==> src/rtl/lb2apb_pkg.sv <==
// Shared types for the LB-to-APB4 bridge: FSM state encoding and the
// width helper for the ACCESS-phase timeout counter.
package lb2apb_pkg;

  localparam logic [1:0] ST_IDLE   = 2'd0;
  localparam logic [1:0] ST_SETUP  = 2'd1;
  localparam logic [1:0] ST_ACCESS = 2'd2;
  localparam logic [1:0] ST_RESP   = 2'd3;

  typedef enum logic [1:0] {
    IDLE   = ST_IDLE,
    SETUP  = ST_SETUP,
    ACCESS = ST_ACCESS,
    RESP   = ST_RESP
  } lb2apb_state_t;

  // clog2(timeout+1), never narrower than one bit so a disabled timeout still elaborates
  function automatic int unsigned tmo_cnt_w(input int unsigned timeout);
    return (timeout == 0) ? 1 : $clog2(timeout + 1);
  endfunction

endpackage

==> src/rtl/lb2apb_timeout.sv <==
// ACCESS-phase watchdog: counts non-ready cycles and flags expiry on the
// cycle whose edge would make the count reach TIMEOUT.
module lb2apb_timeout
  import lb2apb_pkg::*;
#(
  parameter int unsigned TIMEOUT = 255
) (
  input  logic clk,
  input  logic rst,
  input  logic clr,
  input  logic cnt_en,
  output logic expired
);

  localparam int unsigned CW = tmo_cnt_w(TIMEOUT);

  generate
    if (TIMEOUT == 0) begin : g_off
      assign expired = 1'b0;
    end else begin : g_on
      logic [CW-1:0] cnt;

      always_ff @(posedge clk) begin
        if (rst || clr) begin
          cnt <= '0;
        end else if (cnt_en) begin
          cnt <= cnt + 1'b1;
        end
      end

      // Abort on the edge that would register the TIMEOUT-th waiting cycle.
      assign expired = cnt_en && (cnt == CW'(TIMEOUT - 1));
    end
  endgenerate

endmodule

==> src/rtl/lb2apb.sv <==
// LB-to-APB4 bridge: serves one LB write or read at a time as a single
// APB SETUP/ACCESS transfer and reports completion on one-cycle LB pulses.
module lb2apb
  import lb2apb_pkg::*;
#(
  parameter int unsigned ADDR_W  = 16,
  parameter int unsigned DATA_W  = 32,
  parameter int unsigned STRB_W  = DATA_W / 8,
  parameter int unsigned TIMEOUT = 255
) (
  input  logic              clk,
  input  logic              rst,
  input  logic [ADDR_W-1:0] lb_waddr,
  input  logic [DATA_W-1:0] lb_wdata,
  input  logic [STRB_W-1:0] lb_wstrb,
  input  logic              lb_wen,
  output logic              lb_wready,
  output logic              lb_werr,
  input  logic [ADDR_W-1:0] lb_raddr,
  input  logic              lb_ren,
  output logic [DATA_W-1:0] lb_rdata,
  output logic              lb_rvalid,
  output logic              lb_rerr,
  output logic              psel,
  output logic              penable,
  output logic              pwrite,
  output logic [ADDR_W-1:0] paddr,
  output logic [DATA_W-1:0] pwdata,
  output logic [STRB_W-1:0] pstrb,
  input  logic [DATA_W-1:0] prdata,
  input  logic              pready,
  input  logic              pslverr,
  output lb2apb_state_t     dbg_state
);

  // Handshake: lb_wen/lb_ren are levels held by the requester until it samples
  // lb_wready/lb_rvalid (one-cycle pulses, err/rdata valid alongside); only IDLE
  // samples requests, write wins a tie, and APB completes on psel&penable&pready.

  lb2apb_state_t state;
  logic          tmo_expired;

  assign dbg_state = state;

  lb2apb_timeout #(
    .TIMEOUT (TIMEOUT)
  ) u_timeout (
    .clk     (clk),
    .rst     (rst),
    .clr     (state == SETUP),
    .cnt_en  ((state == ACCESS) && !pready),
    .expired (tmo_expired)
  );

  always_ff @(posedge clk) begin
    if (rst) begin
      state     <= IDLE;
      psel      <= 1'b0;
      penable   <= 1'b0;
      pwrite    <= 1'b0;
      paddr     <= '0;
      pwdata    <= '0;
      pstrb     <= '0;
      lb_wready <= 1'b0;
      lb_werr   <= 1'b0;
      lb_rvalid <= 1'b0;
      lb_rerr   <= 1'b0;
      lb_rdata  <= '0;
    end else begin
      lb_wready <= 1'b0;
      lb_werr   <= 1'b0;
      lb_rvalid <= 1'b0;
      lb_rerr   <= 1'b0;
      case (state)
        IDLE: begin
          if (lb_wen) begin
            paddr  <= lb_waddr;
            pwdata <= lb_wdata;
            pstrb  <= lb_wstrb;
            pwrite <= 1'b1;
            psel   <= 1'b1;
            state  <= SETUP;
          end else if (lb_ren) begin
            paddr  <= lb_raddr;
            pstrb  <= '0;
            pwrite <= 1'b0;
            psel   <= 1'b1;
            state  <= SETUP;
          end
        end
        SETUP: begin
          penable <= 1'b1;
          state   <= ACCESS;
        end
        ACCESS: begin
          if (pready) begin
            psel    <= 1'b0;
            penable <= 1'b0;
            state   <= RESP;
            if (pwrite) begin
              lb_wready <= 1'b1;
              lb_werr   <= pslverr;
            end else begin
              lb_rvalid <= 1'b1;
              lb_rerr   <= pslverr;
              lb_rdata  <= prdata;
            end
          end else if (tmo_expired) begin
            psel    <= 1'b0;
            penable <= 1'b0;
            state   <= RESP;
            if (pwrite) begin
              lb_wready <= 1'b1;
              lb_werr   <= 1'b1;
            end else begin
              lb_rvalid <= 1'b1;
              lb_rerr   <= 1'b1;
              lb_rdata  <= '0;
            end
          end
        end
        RESP: begin
          state <= IDLE;
        end
        default: begin
          state <= IDLE;
        end
      endcase
    end
  end

endmodule

==> config.mk <==
export PLATFORM = sky130hd
export DESIGN_NAME = lb2apb
export DESIGN_NICKNAME = d
export VERILOG_FILES = /design/src/rtl/lb2apb_pkg.sv /design/src/rtl/lb2apb_timeout.sv /design/src/rtl/lb2apb.sv
export SDC_FILE = /design/constraint.sdc
export NUM_CORES = 1
export LEC_CHECK = 0
export CORE_UTILIZATION = 35
export CTS_BUF_LIST = sky130_fd_sc_hd__clkbuf_8
export DETAILED_ROUTE_END_ITERATION = 16
export GPL_ROUTABILITY_DRIVEN = 0
export PLACE_DENSITY_LB_ADDON = 0.2
export SLEW_MARGIN = 20
export SYNTH_ARGS = -nofsm -noshare
export SYNTH_HDL_FRONTEND = slang
export SYNTH_SLANG_ARGS = --single-unit
==> constraint.sdc <==
create_clock -name clk -period 1.5 [get_ports clk]
set_input_delay 0.3 -clock clk [delete_from_list [all_inputs] [get_ports clk]]
set_output_delay 0.3 -clock clk [all_outputs]
set_load 0.005 [all_outputs]
==> impl_metrics.prom, run 1 <==
# TYPE chip_impl_metric gauge
chip_impl_info{name="run_status",value="finished with violations"} 1
chip_impl_info{name="violations",value="negative setup slack"} 1
chip_impl_metric{name="timing.critical_path.slowest_cell_delay",unit="ns"} 0.38
chip_impl_metric{name="final.hold.worst_slack",unit="ns"} 0.287
chip_impl_metric{name="io_buffer_count",unit=""} 198
chip_impl_metric{name="vias_in_the_first_global_route",unit=""} 4676
chip_impl_metric{name="boundaryPins",unit=""} 199
chip_impl_metric{name="remaining_drc_errors",unit=""} 0
chip_impl_metric{name="cts_buffers",unit=""} 9
chip_impl_info{name="mostFrequentLayoutCells",value="104 x sky130_fd_sc_hd__clkdlybuf4s50_1, 99 x sky130_fd_sc_hd__nand2_1, 79 x sky130_fd_sc_hd__dlygate4sd2_1"} 1
chip_impl_metric{name="worstPathArrival",unit="ns"} 1.74
chip_impl_info{name="crit_path_top_delay_cell",value="sky130_fd_sc_hd__or3b_4"} 1
chip_impl_metric{name="grt_use_total",unit=""} 0.209
chip_impl_metric{name="stdcell_count",unit=""} 936
chip_impl_metric{name="final-max-slew-violation-count",unit=""} 0
chip_impl_metric{name="finalNetCount",unit=""} 872
chip_impl_info{name="post-synth-top-area-cell",value="sky130_fd_sc_hd__dfxtp_1"} 1
chip_impl_metric{name="initial_core_util",unit=""} 0.358
chip_impl_metric{name="synth_enable_flop_cells",unit=""} 0
chip_impl_info{name="critical_path.most_common_cell",value="sky130_fd_sc_hd__buf_6"} 1
chip_impl_metric{name="maxCapViolations",unit=""} 0
chip_impl_metric{name="initialDrtViolationCount",unit=""} 261
chip_impl_metric{name="worst_skew_pair.late_latency",unit="ns"} 0.35
chip_impl_metric{name="critPathMaxFanout",unit=""} 5
chip_impl_metric{name="totalNegativeSetupSlack",unit="ns"} -0.0177
chip_impl_metric{name="place_inst",unit=""} 901
chip_impl_metric{name="worst_slew_pin_slew",unit="ns"} 0.429
chip_impl_metric{name="post_drt_wl_per_cell",unit="um"} 16.1
chip_impl_metric{name="clock.fmax",unit="MHz"} 659
chip_impl_metric{name="die_w",unit="um"} 116
chip_impl_metric{name="cell_internal_pwr",unit="W"} 0.00671
chip_impl_metric{name="finalInstanceArea",unit="um2"} 7540
chip_impl_metric{name="timing.slew.headroom",unit=""} 0.714
chip_impl_metric{name="power.static_leakage",unit="nW"} 3.38
chip_impl_metric{name="synth_area_per_cell",unit="um2"} 8.33
chip_impl_metric{name="diodes",unit=""} 0
chip_impl_info{name="cp_cell_sequence",value="buf_6 -> inv_4 -> ha_4 -> or3b_4 -> buf_6 -> nand4_1 -> o2111ai_2"} 1
chip_impl_metric{name="asyncSetResetFlopFracSynth",unit=""} 0
chip_impl_metric{name="fp.dieArea",unit="um2"} 13400
chip_impl_metric{name="place_worst_setup_slack",unit="ns"} -0.326
chip_impl_metric{name="grt_first_pass_wirelength",unit="um"} 22400
chip_impl_metric{name="worst-endpoint-required",unit="ns"} 1.72
chip_impl_metric{name="timing_hold_violations_final",unit=""} 0
chip_impl_metric{name="post-route-worst-setup-slack",unit="ns"} -0.0177
chip_impl_info{name="tritoncts",value="yes"} 1
chip_impl_metric{name="grt_overflow_total",unit=""} 0
chip_impl_metric{name="vdd_drop_max",unit="V"} 0.000526
chip_impl_metric{name="drt_pre_antenna_iters",unit=""} 6
chip_impl_metric{name="post_route_cells_drive_above_1_share",unit=""} 0.225
chip_impl_metric{name="area.growth.synth_to_final",unit="%"} 66.7
chip_impl_metric{name="synthesis.yosys.warnings",unit=""} 0
chip_impl_metric{name="dpl.hpwl",unit="um"} 9870
chip_impl_metric{name="drt-vias-per-instance",unit=""} 5.26
chip_impl_metric{name="seqPwrFrac",unit=""} 0.380
chip_impl_info{name="worstSetupStartpointType",value="flip-flop"} 1
chip_impl_metric{name="net_switching",unit="W"} 0.00337
chip_impl_metric{name="yosysSeqAreaShare",unit=""} 0.447
chip_impl_metric{name="synth-seq-cells",unit=""} 101
chip_impl_info{name="clk_root_buffer_cell",value="sky130_fd_sc_hd__clkbuf_8"} 1
chip_impl_metric{name="grt_start_max_net_pins",unit=""} 40
chip_impl_metric{name="netlist-cell-type-count",unit=""} 43
chip_impl_metric{name="clock_sink_count",unit=""} 101
chip_impl_metric{name="drt_wl_total",unit="um"} 15100
chip_impl_metric{name="htreeDepth",unit=""} 3
chip_impl_metric{name="post-route-min-period",unit="ns"} 1.52
chip_impl_metric{name="finalCritPeriodShare",unit=""} 1.01
chip_impl_info{name="final_common_cell",value="sky130_fd_sc_hd__clkdlybuf4s50_1"} 1
chip_impl_metric{name="detailed_place.area",unit="um2"} 6860
chip_impl_metric{name="core.rowCount",unit=""} 41
chip_impl_metric{name="num_vias",unit=""} 4919
chip_impl_metric{name="power.density_cell_area",unit="nW/um2"} 1340
chip_impl_metric{name="switching_share",unit=""} 0.334
chip_impl_metric{name="synthDominantCellAreaShare",unit=""} 0.447
chip_impl_metric{name="clockPowerShare",unit=""} 0.174
chip_impl_metric{name="setup-violations-final",unit=""} 1
chip_impl_metric{name="finClkSkew",unit="ns"} 0.00570
chip_impl_metric{name="syn-cell-area",unit="um2"} 4520
chip_impl_info{name="setup.worst_path.end_class",value="flip-flop"} 1
chip_impl_metric{name="synthCells",unit=""} 543
chip_impl_metric{name="antenna_found_initial",unit=""} 0
chip_impl_info{name="synth_area_leaders",value="sky130_fd_sc_hd__dfxtp_1 45%, sky130_fd_sc_hd__nand2_1 8.2%, sky130_fd_sc_hd__a32oi_1 6.2%"} 1
chip_impl_info{name="setup_repair_after_global_routing_missed_its_margin",value="yes"} 1
chip_impl_metric{name="clkSlewWorstSetupHoldPaths",unit="ns"} 0.10
chip_impl_metric{name="num-fill-cells",unit=""} 1138
chip_impl_info{name="timing.setup.critical_path_class",value="reg2reg"} 1
chip_impl_info{name="synth-main-ff-cell",value="sky130_fd_sc_hd__dfxtp_1"} 1
chip_impl_metric{name="cts_buffer_depth",unit=""} 2
chip_impl_metric{name="die_h",unit="um"} 116
chip_impl_info{name="min-delay-path-class",value="in2reg"} 1
chip_impl_metric{name="postRouteAntennaNets",unit=""} 0
chip_impl_metric{name="core_area",unit="um2"} 12600
chip_impl_metric{name="synthesis.nets",unit=""} 655
chip_impl_metric{name="comb_power_share",unit=""} 0.446
sequential cells by signal, indices dropped and copies added (netlist names):
name                count
lb_rdata               32
pwdata                 32
paddr                  16
u_timeout.g_on.cnt      8
pstrb                   4
dbg_state               2
lb_rerr                 1
lb_rvalid               1
lb_werr                 1
lb_wready               1
penable                 1
psel                    1
pwrite                  1
worst max-delay path: cells and delay by family (launching register included):
family / cells / cell delay [ns]
simple gates: 2 / 0.48
flops: 1 / 0.37
compound gates: 1 / 0.10
fa+ha+maj: 1 / 0.12
buf+inv: 3 / 0.31
metrics by stage:
step	power [W]	utilization
after global placement	0.00779	0.544
after floorplan	0.00549	-
final	0.0101	0.597
after detailed placement	0.00790	0.544
after global routing	0.0107	0.597
after CTS	0.00988	0.578
Yosys cell counts (2+ instances only):
| library cell | count |
|---|---|
| sky130_fd_sc_hd__a21oi_1 | 40 |
| sky130_fd_sc_hd__a211oi_1 | 20 |
| sky130_fd_sc_hd__buf_1 | 9 |
| sky130_fd_sc_hd__nand2_1 | 99 |
| sky130_fd_sc_hd__nor2_1 | 25 |
| sky130_fd_sc_hd__nand4_1 | 2 |
| sky130_fd_sc_hd__inv_1 | 7 |
| sky130_fd_sc_hd__buf_4 | 2 |
| sky130_fd_sc_hd__o21ai_0 | 37 |
| sky130_fd_sc_hd__and2_1 | 2 |
| sky130_fd_sc_hd__nor3_1 | 2 |
| sky130_fd_sc_hd__nand2b_1 | 3 |
| sky130_fd_sc_hd__clkbuf_1 | 24 |
| sky130_fd_sc_hd__nand3_1 | 35 |
| sky130_fd_sc_hd__a22oi_1 | 4 |
| sky130_fd_sc_hd__dfxtp_1 | 101 |
| sky130_fd_sc_hd__ha_1 | 6 |
| sky130_fd_sc_hd__nor2b_1 | 2 |
| sky130_fd_sc_hd__o31ai_1 | 2 |
| sky130_fd_sc_hd__or4_1 | 2 |
| sky130_fd_sc_hd__and4_1 | 3 |
| sky130_fd_sc_hd__or3_1 | 3 |
| sky130_fd_sc_hd__a32oi_1 | 32 |
| sky130_fd_sc_hd__and3_1 | 2 |
| sky130_fd_sc_hd__nor3b_1 | 33 |
| sky130_fd_sc_hd__buf_2 | 14 |
| sky130_fd_sc_hd__mux2i_1 | 16 |
routing by layer:
metal  track usage  vias to the layer above  part of all wire
met5             0                        -                 0
met4        0.0658                        0             0.011
met1         0.250                     2320              0.40
met3        0.0455                       11             0.073
met2         0.374                      198              0.51
li1              -                     2390                 -
final cells by class:
class	count	area [um2]	share of cell area
clock buffer	10	138	0.0183
sequential	101	2100	0.278
multi-input combinational	386	2480	0.329
clock inverter	5	58.8	0.00780
inverter	8	32.5	0.00432
tap	172	215	0.0286
timing repair buffer	254	2520	0.334
worst paths after layout:
| path | start | to | slack (ns) | depth (start not counted) |
|---|---|---|---|---|
| max | dbg_state[1]$_SDFFE_PP0P_ | dbg_state[1]$_SDFFE_PP0P_ | -0.02 | 7 |
| min | rst | lb_werr$_SDFF_PP0_ | 0.29 | 2 |
| max reg2reg | dbg_state[1]$_SDFFE_PP0P_ | dbg_state[1]$_SDFFE_PP0P_ | -0.02 | 7 |
| min reg2reg | pwdata[2]$_SDFFE_PP0P_ | pwdata[2]$_SDFFE_PP0P_ | 0.46 | 2 |
power by group through the flow:
| stage | registers (W) | clock network, W | logic (W) |
|---|---|---|---|
| after floorplan | 0.00384 | 0 | 0.00165 |
| after global placement | 0.00379 | 0 | 0.00399 |
| after detailed placement | 0.00382 | 0 | 0.00407 |
| after CTS | 0.00381 | 0.00181 | 0.00426 |
| after global routing | 0.00391 | 0.00194 | 0.00489 |
| final | 0.00383 | 0.00175 | 0.00450 |
logic make-up after synthesis:
logic type | after synthesis | share of synthesized area
muxes | 16 | 0.0354
buffers and inverters | 57 | 0.0529
and+or+nand+nor | 221 | 0.244
xor gates and xnor gates | 2 | 0.00388
AOI/OAI and AO/OA | 140 | 0.200
adders and majority gates | 6 | 0.0166
DFF | 101 | 0.447
what timing repair did:
item	in CTS	in global routing
setup endpoints to repair	148	82
cloned	1	4
buffers inserted	12	3
hold buffers	0	0
resized for setup	167	61
pin swaps	3	10
Note: power is estimated with default switching activity, not from simulation.
==> run 2: changes to the inputs <==
--- a/config.mk
+++ b/config.mk
@@ -5,6 +5,7 @@
 export SDC_FILE = /design/constraint.sdc
 export NUM_CORES = 1
 export LEC_CHECK = 0
+export CAP_MARGIN = 30
 export CORE_UTILIZATION = 35
 export CTS_BUF_LIST = sky130_fd_sc_hd__clkbuf_8
 export DETAILED_ROUTE_END_ITERATION = 16
==> results of run 2 <==
No change in the layout: final DEF, timing and power equal those of run 1.
